`config.mk`:
```
export PLATFORM = sky130hd
export DESIGN_NAME = seq_restoring_divider_flat
export DESIGN_NICKNAME = d
export VERILOG_FILES = /design/src/rtl/seq_restoring_divider_if.sv /design/src/rtl/seq_restoring_divider.sv /design/src/flat_wrapper.sv
export SDC_FILE = /design/constraint.sdc
export NUM_CORES = 1
export LEC_CHECK = 0
export ABC_AREA = 1
export CORE_AREA = 5 5 86 88
export CTS_CLUSTER_SIZE = 25
export DETAILED_ROUTE_END_ITERATION = 6
export DIE_AREA = 0 0 91 93
export GPL_ROUTABILITY_DRIVEN = 0
export PLACE_DENSITY = 0.77
export SYNTH_ARGS = -nofsm -noshare
export SYNTH_HDL_FRONTEND = slang
export SYNTH_SLANG_ARGS = --single-unit
```
`constraint.sdc`:
```
create_clock -name clk -period 2.4 [get_ports clk]
set_clock_uncertainty 0.1 [all_clocks]
set_input_delay 0.36 -clock clk [delete_from_list [all_inputs] [get_ports clk]]
set_output_delay 0.36 -clock clk [all_outputs]
set_load 0.02 [all_outputs]
```
`src/rtl/seq_restoring_divider_if.sv`:
```
`default_nettype none
// ============================================================================
// Module      : seq_restoring_divider_if
// Description : Start/done handshake and operand/result bundle for the
//               sequential restoring divider.
//               master : drives start, dividend, divisor; observes results
//               slave  : the divider itself
//               Signals: start, dividend[N], divisor[N] (request side)
//                        quotient[N], remainder[N], busy, done, div_by_zero
// Revision    : 1.0  initial release
// ============================================================================
interface seq_restoring_divider_if #(
    parameter int N = 8
);
    logic         start;
    logic [N-1:0] dividend;
    logic [N-1:0] divisor;
    logic [N-1:0] quotient;
    logic [N-1:0] remainder;
    logic         busy;
    logic         done;
    logic         div_by_zero;

    modport master (
        output start, dividend, divisor,
        input  quotient, remainder, busy, done, div_by_zero
    );

    modport slave (
        input  start, dividend, divisor,
        output quotient, remainder, busy, done, div_by_zero
    );
endinterface
`default_nettype wire

```
`src/rtl/seq_restoring_divider.sv`:
```
`default_nettype none
// ============================================================================
// Module      : seq_restoring_divider
// Description : Multi-cycle unsigned restoring divider. One quotient bit per
//               iteration: shift {A,Q} left, subtract M, restore if negative.
// Ports       : clk   - rising-edge clock
//               rstn  - asynchronous active-low reset
//               bus   - seq_restoring_divider_if.slave
//                       start/dividend/divisor in; quotient/remainder,
//                       busy, done (1-cycle pulse), div_by_zero out
// Revision    : 1.0  initial release
// ============================================================================
module seq_restoring_divider #(
    parameter int N = 8
) (
    input  wire logic                 clk,
    input  wire logic                 rstn,
    seq_restoring_divider_if.slave    bus
);
    localparam int CW = $clog2(N + 1);

    typedef enum logic [2:0] {
        ST_IDLE    = 3'd0,
        ST_SHIFT   = 3'd1,
        ST_SUB     = 3'd2,
        ST_RESTORE = 3'd3,
        ST_ZERO    = 3'd4,
        ST_DONE    = 3'd5
    } state_t;

    state_t          r_state, w_state_next;
    logic [N:0]      r_a, w_a_next;          // signed partial remainder
    logic [N-1:0]    r_q, w_q_next;          // dividend shifting into quotient
    logic [N-1:0]    r_m, w_m_next;          // divisor
    logic [CW-1:0]   r_cnt, w_cnt_next;      // quotient bits still to produce
    logic [N-1:0]    r_quotient, w_quotient_next;
    logic [N-1:0]    r_remainder, w_remainder_next;
    logic            r_div_by_zero, w_div_by_zero_next;
    logic [N:0]      w_diff;
    logic [N:0]      w_sum;

    // ------------------------------------------------------------------
    // Next-state and datapath logic
    // ------------------------------------------------------------------
    always_comb begin
        w_state_next       = r_state;
        w_a_next           = r_a;
        w_q_next           = r_q;
        w_m_next           = r_m;
        w_cnt_next         = r_cnt;
        w_quotient_next    = r_quotient;
        w_remainder_next   = r_remainder;
        w_div_by_zero_next = r_div_by_zero;
        w_diff             = r_a - {1'b0, r_m};
        w_sum              = r_a + {1'b0, r_m};

        case (r_state)
            ST_IDLE: begin
                if (bus.start) begin
                    w_div_by_zero_next = 1'b0;
                    w_a_next           = '0;
                    w_q_next           = bus.dividend;
                    w_m_next           = bus.divisor;
                    w_cnt_next         = CW'(N);
                    // A zero divisor skips the iteration loop but still
                    // takes one cycle so its done lands one edge after
                    // acceptance, together with the flag and results.
                    if (bus.divisor == '0) begin
                        w_state_next = ST_ZERO;
                    end else begin
                        w_state_next = ST_SHIFT;
                    end
                end
            end

            ST_SHIFT: begin
                // A[N] is always 0 here (A < M after every step), so it
                // is dropped by the shift.
                {w_a_next, w_q_next} = {r_a[N-1:0], r_q, 1'b0};
                w_state_next         = ST_SUB;
            end

            ST_SUB: begin
                w_a_next = w_diff;
                if (w_diff[N]) begin
                    w_state_next = ST_RESTORE;
                end else begin
                    w_q_next     = {r_q[N-1:1], 1'b1};
                    w_cnt_next   = r_cnt - CW'(1);
                    w_state_next = (r_cnt == CW'(1)) ? ST_DONE : ST_SHIFT;
                end
            end

            ST_RESTORE: begin
                w_a_next     = w_sum;
                w_q_next     = {r_q[N-1:1], 1'b0};
                w_cnt_next   = r_cnt - CW'(1);
                w_state_next = (r_cnt == CW'(1)) ? ST_DONE : ST_SHIFT;
            end

            ST_ZERO: begin
                w_quotient_next    = '1;
                w_remainder_next   = r_q;
                w_div_by_zero_next = 1'b1;
                w_state_next       = ST_DONE;
            end

            ST_DONE: begin
                w_state_next = ST_IDLE;
            end

            default: begin
                w_state_next = ST_IDLE;
            end
        endcase

        // Results are published on the edge that enters ST_DONE so they
        // are already valid during the done pulse.
        if ((w_state_next == ST_DONE) &&
            ((r_state == ST_SUB) || (r_state == ST_RESTORE))) begin
            w_quotient_next  = w_q_next;
            w_remainder_next = w_a_next[N-1:0];
        end
    end

    // ------------------------------------------------------------------
    // State and datapath registers
    // ------------------------------------------------------------------
    always_ff @(posedge clk or negedge rstn) begin
        if (!rstn) begin
            r_state       <= ST_IDLE;
            r_a           <= '0;
            r_q           <= '0;
            r_m           <= '0;
            r_cnt         <= '0;
            r_quotient    <= '0;
            r_remainder   <= '0;
            r_div_by_zero <= 1'b0;
        end else begin
            r_state       <= w_state_next;
            r_a           <= w_a_next;
            r_q           <= w_q_next;
            r_m           <= w_m_next;
            r_cnt         <= w_cnt_next;
            r_quotient    <= w_quotient_next;
            r_remainder   <= w_remainder_next;
            r_div_by_zero <= w_div_by_zero_next;
        end
    end

    assign bus.quotient    = r_quotient;
    assign bus.remainder   = r_remainder;
    assign bus.div_by_zero = r_div_by_zero;
    assign bus.busy        = (r_state != ST_IDLE);
    assign bus.done        = (r_state == ST_DONE);

endmodule
`default_nettype wire

```
`src/flat_wrapper.sv`:
```
// flat-port wrapper written by rule: the top's interface ports become plain ports
module seq_restoring_divider_flat 
#(
    parameter int N = 8
)
  (clk, rstn, bus_start, bus_dividend, bus_divisor, bus_quotient, bus_remainder, bus_busy, bus_done, bus_div_by_zero);
  seq_restoring_divider_if #(.N(N)) bus_i ();
  input  wire logic clk;
  input  wire logic rstn;
  input wire logic [$bits(bus_i.start)-1:0] bus_start;
  input wire logic [$bits(bus_i.dividend)-1:0] bus_dividend;
  input wire logic [$bits(bus_i.divisor)-1:0] bus_divisor;
  output wire logic [$bits(bus_i.quotient)-1:0] bus_quotient;
  output wire logic [$bits(bus_i.remainder)-1:0] bus_remainder;
  output wire logic [$bits(bus_i.busy)-1:0] bus_busy;
  output wire logic [$bits(bus_i.done)-1:0] bus_done;
  output wire logic [$bits(bus_i.div_by_zero)-1:0] bus_div_by_zero;
  assign bus_i.start = bus_start;
  assign bus_i.dividend = bus_dividend;
  assign bus_i.divisor = bus_divisor;
  assign bus_quotient = bus_i.quotient;
  assign bus_remainder = bus_i.remainder;
  assign bus_busy = bus_i.busy;
  assign bus_done = bus_i.done;
  assign bus_div_by_zero = bus_i.div_by_zero;
  seq_restoring_divider #(.N(N)) u_core (.clk(clk), .rstn(rstn), .bus(bus_i));
endmodule
```
Yosys cells after proc, flatten, opt, wreduce, memory -nomap -nowiden
Index checks and enable logic that the tools add are counted.

storage, ports and cells
  output and inout port bits = 19
  logic and storage cells = 53
  register bits = 49
  bits of input ports = 19

cells by class
  multiplexer cells = 19
  $add $sub $neg = 3
  equal/unequal tests = 9
  reductions and logical operators = 13

operators with widths
  cell                   number
  $mux W8                5
  $pmux W9 S4            1
  $pmux W8 S4            1
  $pmux W3 S5            1
  $mux W3                4
  $pmux W4 S3            1
  $add A9 B8 Y9          1
  $eq A3 B3 Y1 const B   3
  $mux W9                1
  $sub A9 B8 Y9          1
  $logic_not A8 Y1       1
  $mux W4                2
  $eq A3 B2 Y1 const B   2
  $reduce_and A2 Y1      3
  $reduce_bool A3 Y1     2
  $eq A4 B1 Y1 const B   1
  $ne A2 B2 Y1 const B   2
  $reduce_bool A2 Y1     2
  $reduce_bool A4 Y1     1
  $sub A4 B1 Y4 const B  1
  $eq A3 B1 Y1 const B   1
  $logic_not A3 Y1       1
  $reduce_and A3 Y1      1
  $mux W1                2
  other kinds (3)        3

Longest topological paths before layout
Gate-level depths: netlist of the first run.

  depth in word-level cells = 7
  depth in mapped cells = 16
  depth with buffers taken out = 15

Worst setup path after synthesis of the first run
No wires, ideal clock.

  path kind = register to register
  start point = register u_core.r_a[0]
  end point = register u_core.r_quotient[6], in the netlist u_core.bus.quotient[6]
  stages on the path, launching flop included = 16
  data required time = 2.185 ns
  period minus slack after synthesis = 2.097 ns
  arrival time = 1.883 ns
  buffers on the path = 1
  setup slack = 0.303 ns
  path through = dfrtp_1 -> inv_1 -> ha_1 -> inv_1 -> fa_1 -> nand2_1 -> nand2_2 -> nand3_2 -> nand3_2 -> nand3_4 -> nand2_4 -> nor2_8 -> buf_8 -> nand2_2 -> o21ai_2 -> inv_2

on the way
  word-level cells in the longest chain between the ends = 6

RTL lines
  element                                        RTL line                      source
  start: declaration                             seq_restoring_divider.sv:32   logic [N:0] r_a, w_a_next;
  start signal: assignment                       seq_restoring_divider.sv:141  r_a <= w_a_next;
  $sub A9 B8 Y9 (*)                              seq_restoring_divider.sv:54   w_diff = r_a - {1'b0, r_m};
  $mux W3 (*)                                    seq_restoring_divider.sv:85   if (w_diff[N]) begin
  $pmux W3 S5 (*)                                seq_restoring_divider.sv:57   case (r_state)
  $eq A3 B3 Y1 (*)                               seq_restoring_divider.sv:119  if ((w_state_next == ST_DONE) &&
  $logic_and A1 B1 Y1 (*)                        seq_restoring_divider.sv:119
  $mux W8 or $reduce_bool A2 Y1 (tied branches)  n/a
  end signal: assignment                         seq_restoring_divider.sv:145  r_quotient <= w_quotient_next;
  end: declaration                               seq_restoring_divider.sv:36   logic [N-1:0] r_quotient, w_quotient_next;

Every way passes the cells marked *; elsewhere a longest branch is shown, timed or not.
A chain may end at the register's enable or synchronous reset.

Worst setup path in the final report of the first run
  start point = register u_core.r_state[2]
  end point = output bus_busy

on the way
  word-level cells in the longest chain between the ends = 1

RTL lines
  element                   RTL line                      source
  start: declaration        seq_restoring_divider.sv:31   state_t r_state, w_state_next;
  start signal: assignment  seq_restoring_divider.sv:140  r_state <= w_state_next;
  $reduce_bool A3 Y1        seq_restoring_divider.sv:154  assign bus.busy = (r_state != ST_IDLE);
  end: declaration          flat_wrapper.sv:15            output wire logic [$bits(bus_i.busy)-1:0] bus_busy;

No other way between the ends.

==> run metrics, run 1 <==
crit path max fanout 8; Synth Area in XOR/XNOR less than 1%; Mean Syn Cell Area 7.71 sq um; P_int between 0.002 and 0.003 W; relative max-transition margin a little under three quarters; clock sink total 49; total CTS buffers 5; CP Data Required Time 1.94 ns; 1st-iter DRT viols 197; width of the die 91 microns; Core ar. 0.00657 sq mm; largest family of logic cells by synthesized area simple AND/OR/NAND/NOR gates; post-synthesis compound-gate area fraction 9.92%; #FFs+latches synth 49; status finished, final reports clean; Ports 38; Critical Path End Type primary output; Post-Syn Nets 448; Ys Warns 0; Tcrit/Tclk final 96.5%; gr usage total 19.1%; worst hold path type flip-flop to flip-flop; clk slew on worst S/H paths 0.10 ns; final hold violation count 0; clk buf depth 2; via count 2872; fmax 432 MHz; sw power 0.00286 W; worst slew pin tran around 0.43 ns; Clk pwr share 12.3%; die height 93 microns; Design Power 0.00585 W; n_diodes 0; Max VDD drop 0.745 mV; switching part of the total power 48.9%; Nets 500; GRT overflow 0; combinational share of power 61.2%; DR DRC count 0; first-pass GRT wire length between 10000 and 15000 microns; setup violators final 0; register area share after synthesis ~40%; vias in the first global route 2877; synthesized cell area 0.00315 sq mm; share of cells above drive strength 1 14.3%; Yosys cell types 39; worst skew pair latency 0.31 ns; fin. max-slew vios 0; Initial Utilization a little under half; final WL ~7700 microns; P&R area growth vs syn 22.4%; Routed Antenna Nets 0; CTS H-tree lvls 2; post-synthesis mux area share 0%; num rows 30; part of the power in registers 26.6%; PortBufs 37; antenna violations before repair 0; adder-cell area share of the yosys netlist 8.42%; post-DR vias/cell 5.30; Hold Slack ~0.4 ns; Startpoint Class flip-flop; Simple-Gate Fraction of Synth Area between 30 and 40%; die area 0.00846 sq mm; LEAKAGE a little under 2 nW; Max Cap Viol 0; WL/cell 14.3 microns; Clock Tree Root clkbuf_8; CTS tree done; pin count of the biggest net entering global routing 24; PD cells 1520 mW/mm^2; Initial DRT Pass Iterations 4; critical path type flip-flop to primary output; Final HPWL DP 5860 microns; Syn Inst Count 409; min Tclk post-route 2.32 ns; CP Data Arrival Time ~1.9 ns
## per-stage QoR
step	utilization, %	instance area [sq um]	setup TNS, ns	setup WS, ns	std cells
floorplan	-	3150	0	0.303	409
global placement	54.7	3590	0	0.188	523
detailed placement	54.7	3590	0	0.0775	523
CTS	57.0	3740	0	0.0567	532
global route	58.7	3860	-0.00202	-0.00202	542
finish	58.7	3860	0	0.0850	542
## synth_stat cells
| cell | number | area share (%) |
|---|---|---|
| o21ai_1 | 7 | 1.1 |
| nor2_2 | 2 | 0.40 |
| a21oi_2 | 1 | 0.28 |
| o21ai_0 | 18 | 2.9 |
| nand2_4 | 2 | 0.71 |
| dfrtp_1 | 49 | 39 |
| nand2_1 | 117 | 14 |
| a21oi_1 | 15 | 2.4 |
| inv_1 | 58 | 6.9 |
| ha_1 | 18 | 7.1 |
| buf_4 | 3 | 0.71 |
| buf_8 | 1 | 0.48 |
| nand3b_4 | 1 | 0.64 |
| nand3_1 | 39 | 6.2 |
| nor4_1 | 2 | 0.40 |
| or2_2 | 1 | 0.20 |
| buf_2 | 1 | 0.16 |
| nand2_2 | 6 | 1.2 |
| nor3_1 | 1 | 0.16 |
| o221ai_1 | 2 | 0.56 |
| o211ai_2 | 3 | 1.2 |
| nand4_1 | 10 | 2.0 |
| nor2_1 | 16 | 1.9 |
| a22o_1 | 1 | 0.28 |
| o21a_1 | 1 | 0.24 |
| o21ai_2 | 2 | 0.56 |
| clkbuf_1 | 1 | 0.12 |
| o2111ai_1 | 1 | 0.28 |
| o22ai_1 | 1 | 0.20 |
| inv_2 | 11 | 1.3 |
| fa_1 | 2 | 1.3 |
| nor2_4 | 4 | 1.4 |
| nor2_8 | 1 | 0.64 |
| and2_1 | 1 | 0.20 |
| nand3b_1 | 1 | 0.24 |
| nand3_2 | 4 | 1.3 |
| xor2_1 | 3 | 0.83 |
| or2_1 | 1 | 0.20 |
| nand3_4 | 1 | 0.56 |
## power groups by stage
stage	Sequential, W	Clock (W)	Combinational [W]
floorplan	0.00164	0	0.00230
global placement	0.00155	0	0.00330
detailed placement	0.00155	0	0.00336
CTS	0.00155	0.000730	0.00339
global route	0.00161	0.000765	0.00404
finish	0.00155	0.000717	0.00358
## layout by cell type, fill, tap and decap left out, drive strengths merged
cell type	count
nand3b	2
nor3	1
or2	2
dlygate4sd3	1
o221ai	2
nor2	24
o22ai	1
and2	1
fa	2
o21a	1
a21oi	16
inv	70
dfrtp	49
nand3	44
clkdlybuf4s50	36
bufinv	2
o21ai	27
o2111ai	1
nand2	125
a22o	1
buf	13
nand4	10
ha	18
xor2	3
o211ai	3
nor4	2
clkbuf	5
## critical path, cell delays in order, from the launching register on
cell,delay [ns]
dfrtp_1,0.61
inv_2,0.15
nand2_1,0.15
clkdlybuf4s50_1,0.63
## cell type report
type	instances	area, sq um
Inverter	69	259
Clock buffer	5	68.8
Fill cell	597	2710
Clock inverter	3	68.8
Multi-Input combinational cell	286	1670
Timing Repair Buffer	50	465
Tap cell	80	100
Sequential cell	49	1230
## what timing repair did
item,4_1_cts,5_1_grt
resized for setup,0,9
hold buffers,1,0
setup endpoints to repair,0,20
buffers inserted,0,9
endpoints found under the hold margin,17,0
## cell families after synthesis
kind of cell / after synthesis
AOI/OAI and AO/OA: 52
xor gates and xnor gates: 3
adders and majority gates: 20
buffers and inverters: 75
DFF: 49
and+or+nand+nor: 210
## path summary, 6_finish.rpt
kind,cells past startpoint,to,slack [ns],start
setup / recovery,3,bus_busy,0.08,u_core.r_state[2]
hold / removal,2,u_core.bus.div_by_zero,0.39,u_core.bus.div_by_zero
setup reg to reg,12,u_core.bus.quotient[3],0.17,u_core.r_a[4]
hold reg to reg,2,u_core.bus.div_by_zero,0.39,u_core.bus.div_by_zero
max in group asynchronous,3,u_core.r_state[0],1.20,rstn
min in group asynchronous,2,u_core.r_q[4],0.41,rstn
## layer usage
layer  track usage (%)  wire length [microns]  up-vias
li1                  -                      -     1415
met1              24.7                   3330     1361
met2              32.9                   3820       82
met3              3.62                    456       14
met4              5.01                    135        0
met5                 0                      0        -
## state kept, by name, indices dropped and copies added, names as in the netlist
signal and cells:
u_core.r_m 8, u_core.r_cnt 4, u_core.r_a 9, u_core.r_state 3
u_core.r_q 8, u_core.bus.remainder 8, u_core.bus.quotient 8, u_core.bus.div_by_zero 1
No activity file was read; power rests on OpenSTA's default activity.
==> run 2: changes to the inputs <==
==> constraint.sdc (replaced) <==
create_clock -name clk -period 2.2 [get_ports clk]
set_clock_uncertainty 0.1 [all_clocks]
set_input_delay 0.33 -clock clk [delete_from_list [all_inputs] [get_ports clk]]
set_output_delay 0.33 -clock clk [all_outputs]
set_load 0.02 [all_outputs]
==> run metrics, run 2 (synthesis results as in run 1) <==
status finished, violations left; violated checks negative setup slack; Cell Chain, Critical Path ha_4 -> inv_4 -> fa_2 -> nand2_2 -> nand2_2 -> nand3_4 -> nand2_2 -> nand2_4 -> nand2_4 -> buf_4 -> nand3b_2 -> nand3_1 -> nand3_2; final hold violation count 0 (unchanged); CP max-delay cell dfrtp_1; Core ar. 0.00657 sq mm (unchanged); Largest Register u_core.r_a; WL/cell 15.6 microns (+9.5%); Post-DP Area 0.00368 sq mm (+2.5%); num rows 30 (unchanged); Clock Tree Root clkbuf_8; relative max-transition margin 49.0% (-22 points); Critical Path End Type flip-flop; gr usage total 20.2% (+1.1 points); Final Util 61.5% (+2.7 points); GRT overflow 0 (unchanged); Initial Utilization 48.0% (unchanged); Final HPWL DP 6130 microns (+4.7%); Max Cap Viol 0 (unchanged); Place WS -0.0879 ns (-0.165 ns); Final Worst Setup Slack -0.0395 ns (-0.124 ns); pin count of the biggest net entering global routing 33 (+38%); min Tclk post-route 2.24 ns; Max VDD drop 0.812 mV (+8.9%); LEAKAGE 2.05 nW (+4.1%); Startpoint Class flip-flop; part of the power in registers 24.8% (-1.8 points); multi-input logic area 0.00179 sq mm (+6.9%); antenna violations before repair 0 (unchanged); fin. max-slew vios 0 (unchanged); worst skew pair latency 0.31 ns (about the same); Filler cells 536 (-10%); Initial DRT Pass Iterations 5 (+1); fmax approximately 450 MHz; clk buf depth 2 (unchanged); die area 0.00846 sq mm (unchanged); crit path buf inv count 2 (unchanged); n_diodes 0 (unchanged); setup TNS -0.200 ns (-0.200 ns); final WL 8680 microns (+12%); Clk pwr share 8.8% (-3.5 points); clock sink total 49 (unchanged); width of the die 91 microns (unchanged); FF+latch area 0.00123 sq mm (+0.10%); Routed Antenna Nets 0 (unchanged); RSZ-0062 raised after global routing true; via count 2991 (+4.1%); CP Data Arrival Time 2.40 ns (+0.54 ns); Max stage delay on crit path 0.46 ns (-0.17 ns); combinational share of power 66.5% (+5.3 points); clk slew on worst S/H paths 0.10 ns (about the same); setup violators final 13 (+13); Nets 513 (+2.6%); most common cell after layout, fill and taps aside nand2_1; vias in the first global route 3035 (+5.5%); first-pass GRT wire length 14000 microns (+4.9%); total CTS buffers 5 (unchanged); share of cells above drive strength 1 21.9% (+7.6 points); CTS tree done; critical path type flip-flop to flip-flop; CTS H-tree lvls 2 (unchanged); DR DRC count 0 (unchanged); worst slew pin tran 0.765 ns (+0.336 ns); crit path max fanout 5 (-3); P&R area growth vs syn 28.1%; sw power 0.00347 W (+21%); Ports 38 (unchanged); most frequent cells in the layout 103 x nand2_1, 55 x inv_1, 48 x dfrtp_1; CP Data Required Time 2.36 ns (+0.42 ns); P_int 0.00335 W (+12%); PD cells 1690 mW/mm^2 (+11%); Final Cell Area 0.00404 sq mm (+4.6%); worst hold path type flip-flop to flip-flop; max reg flops 9 (unchanged); Design Power 0.00682 W (+17%); 1st-iter DRT viols 240 (+22%); die height 93 microns (unchanged); Tcrit/Tclk final 102%; switching part of the total power 50.9% (+1.9 points); most frequent CP cell nand2_2; post-DR vias/cell 5.39 (+1.7%); PortBufs 37 (unchanged); delay-heaviest family, CP simple AND/OR/NAND/NOR gates
## run 2: changes by cell type in the layout (fill, tap and decap cells not counted), moves of 2 or more
cell	delta
buf_6	+2
nand2_2	+12
bufinv_16	-2
buf_4	+10
o21ai_1	-2
ha_2	+2
nand3_1	-4
ha_1	-2
nand2_1	-13
o21ai_2	+2
nand3_2	+3
## run 2: repair_timing
action                                  in CTS  in global routing
resized for setup                            3                 40
hold buffers                                 1                  0
hold endpoints to repair                    30                  0
pin swaps                                    3                 14
endpoints found under the setup margin      14                 22
cloned                                       2                  0
setup buffers                                3                  6
## run 2: worst min-delay path, cell delays in order (launching register included)
cell and delay, ns:
dfrtp_1 0.36, nand2_1 0.05, nand2_1 0.05
## run 2: path summary, 6_finish.rpt
| check | start | to | slack, ns | cells after the start |
|---|---|---|---|---|
| max | u_core.r_m[0] | u_core.bus.remainder[3] | -0.04 | 13 |
| min | u_core.bus.div_by_zero | u_core.bus.div_by_zero | 0.38 | 2 |
| max reg2reg | u_core.r_m[0] | u_core.bus.remainder[3] | -0.04 | 13 |
| min reg2reg | u_core.bus.div_by_zero | u_core.bus.div_by_zero | 0.38 | 2 |
| max in group asynchronous | rstn | u_core.r_q[0] | 0.83 | 3 |
| min in group asynchronous | rstn | u_core.r_q[7] | 0.51 | 2 |
## run 2: layout make-up
type                       count  share of cell area [%]
multi-input combinational    287                    44.2
tap                           80                    2.48
sequential                    49                    30.4
clock inverter                 3                   0.713
timing repair buffer          62                    14.0
clock buffer                   5                    1.70
inverter                      69                    6.48
## run 2: power by group through the flow
stage	Combinational, W	Sequential, W	Clock, W
after floorplan	0.00251	0.00178	0
after global placement	0.00382	0.00167	0
after detailed placement	0.00392	0.00167	0
after CTS	0.00405	0.00166	0.000606
after global routing	0.00499	0.00174	0.000655
final	0.00454	0.00169	0.000597
## run 2: metal layers
metal / GRT usage [%] / routed length (microns) / share of wire, % / vias up
met2: 36.2 / 4400 / 51 / 105
met1: 25.0 / 3690 / 43 / 1429
met3: 3.94 / 435 / 5.0 / 13
met5: 0 / 0 / 0 / -
met4: 5.26 / 155 / 1.8 / 0
li1: - / - / - / 1444
## run 2: per-stage QoR
step | cells | hold slack [ns]
global placement | 535 | 0.324
detailed placement | 535 | 0.341
floorplan | 409 | -0.0656
CTS | 549 | 0.386
finish | 555 | 0.385
global route | 555 | 0.425
==> run 3: changes to the inputs <==
--- a/config.mk
+++ b/config.mk
@@ -7,7 +7,7 @@
 export LEC_CHECK = 0
 export ABC_AREA = 1
 export CORE_AREA = 5 5 86 88
-export CTS_CLUSTER_SIZE = 25
+export CTS_CLUSTER_SIZE = 20
 export DETAILED_ROUTE_END_ITERATION = 6
 export DIE_AREA = 0 0 91 93
 export GPL_ROUTABILITY_DRIVEN = 0
==> results of run 3 <==
No change in the layout: final DEF, timing and power equal those of run 2.
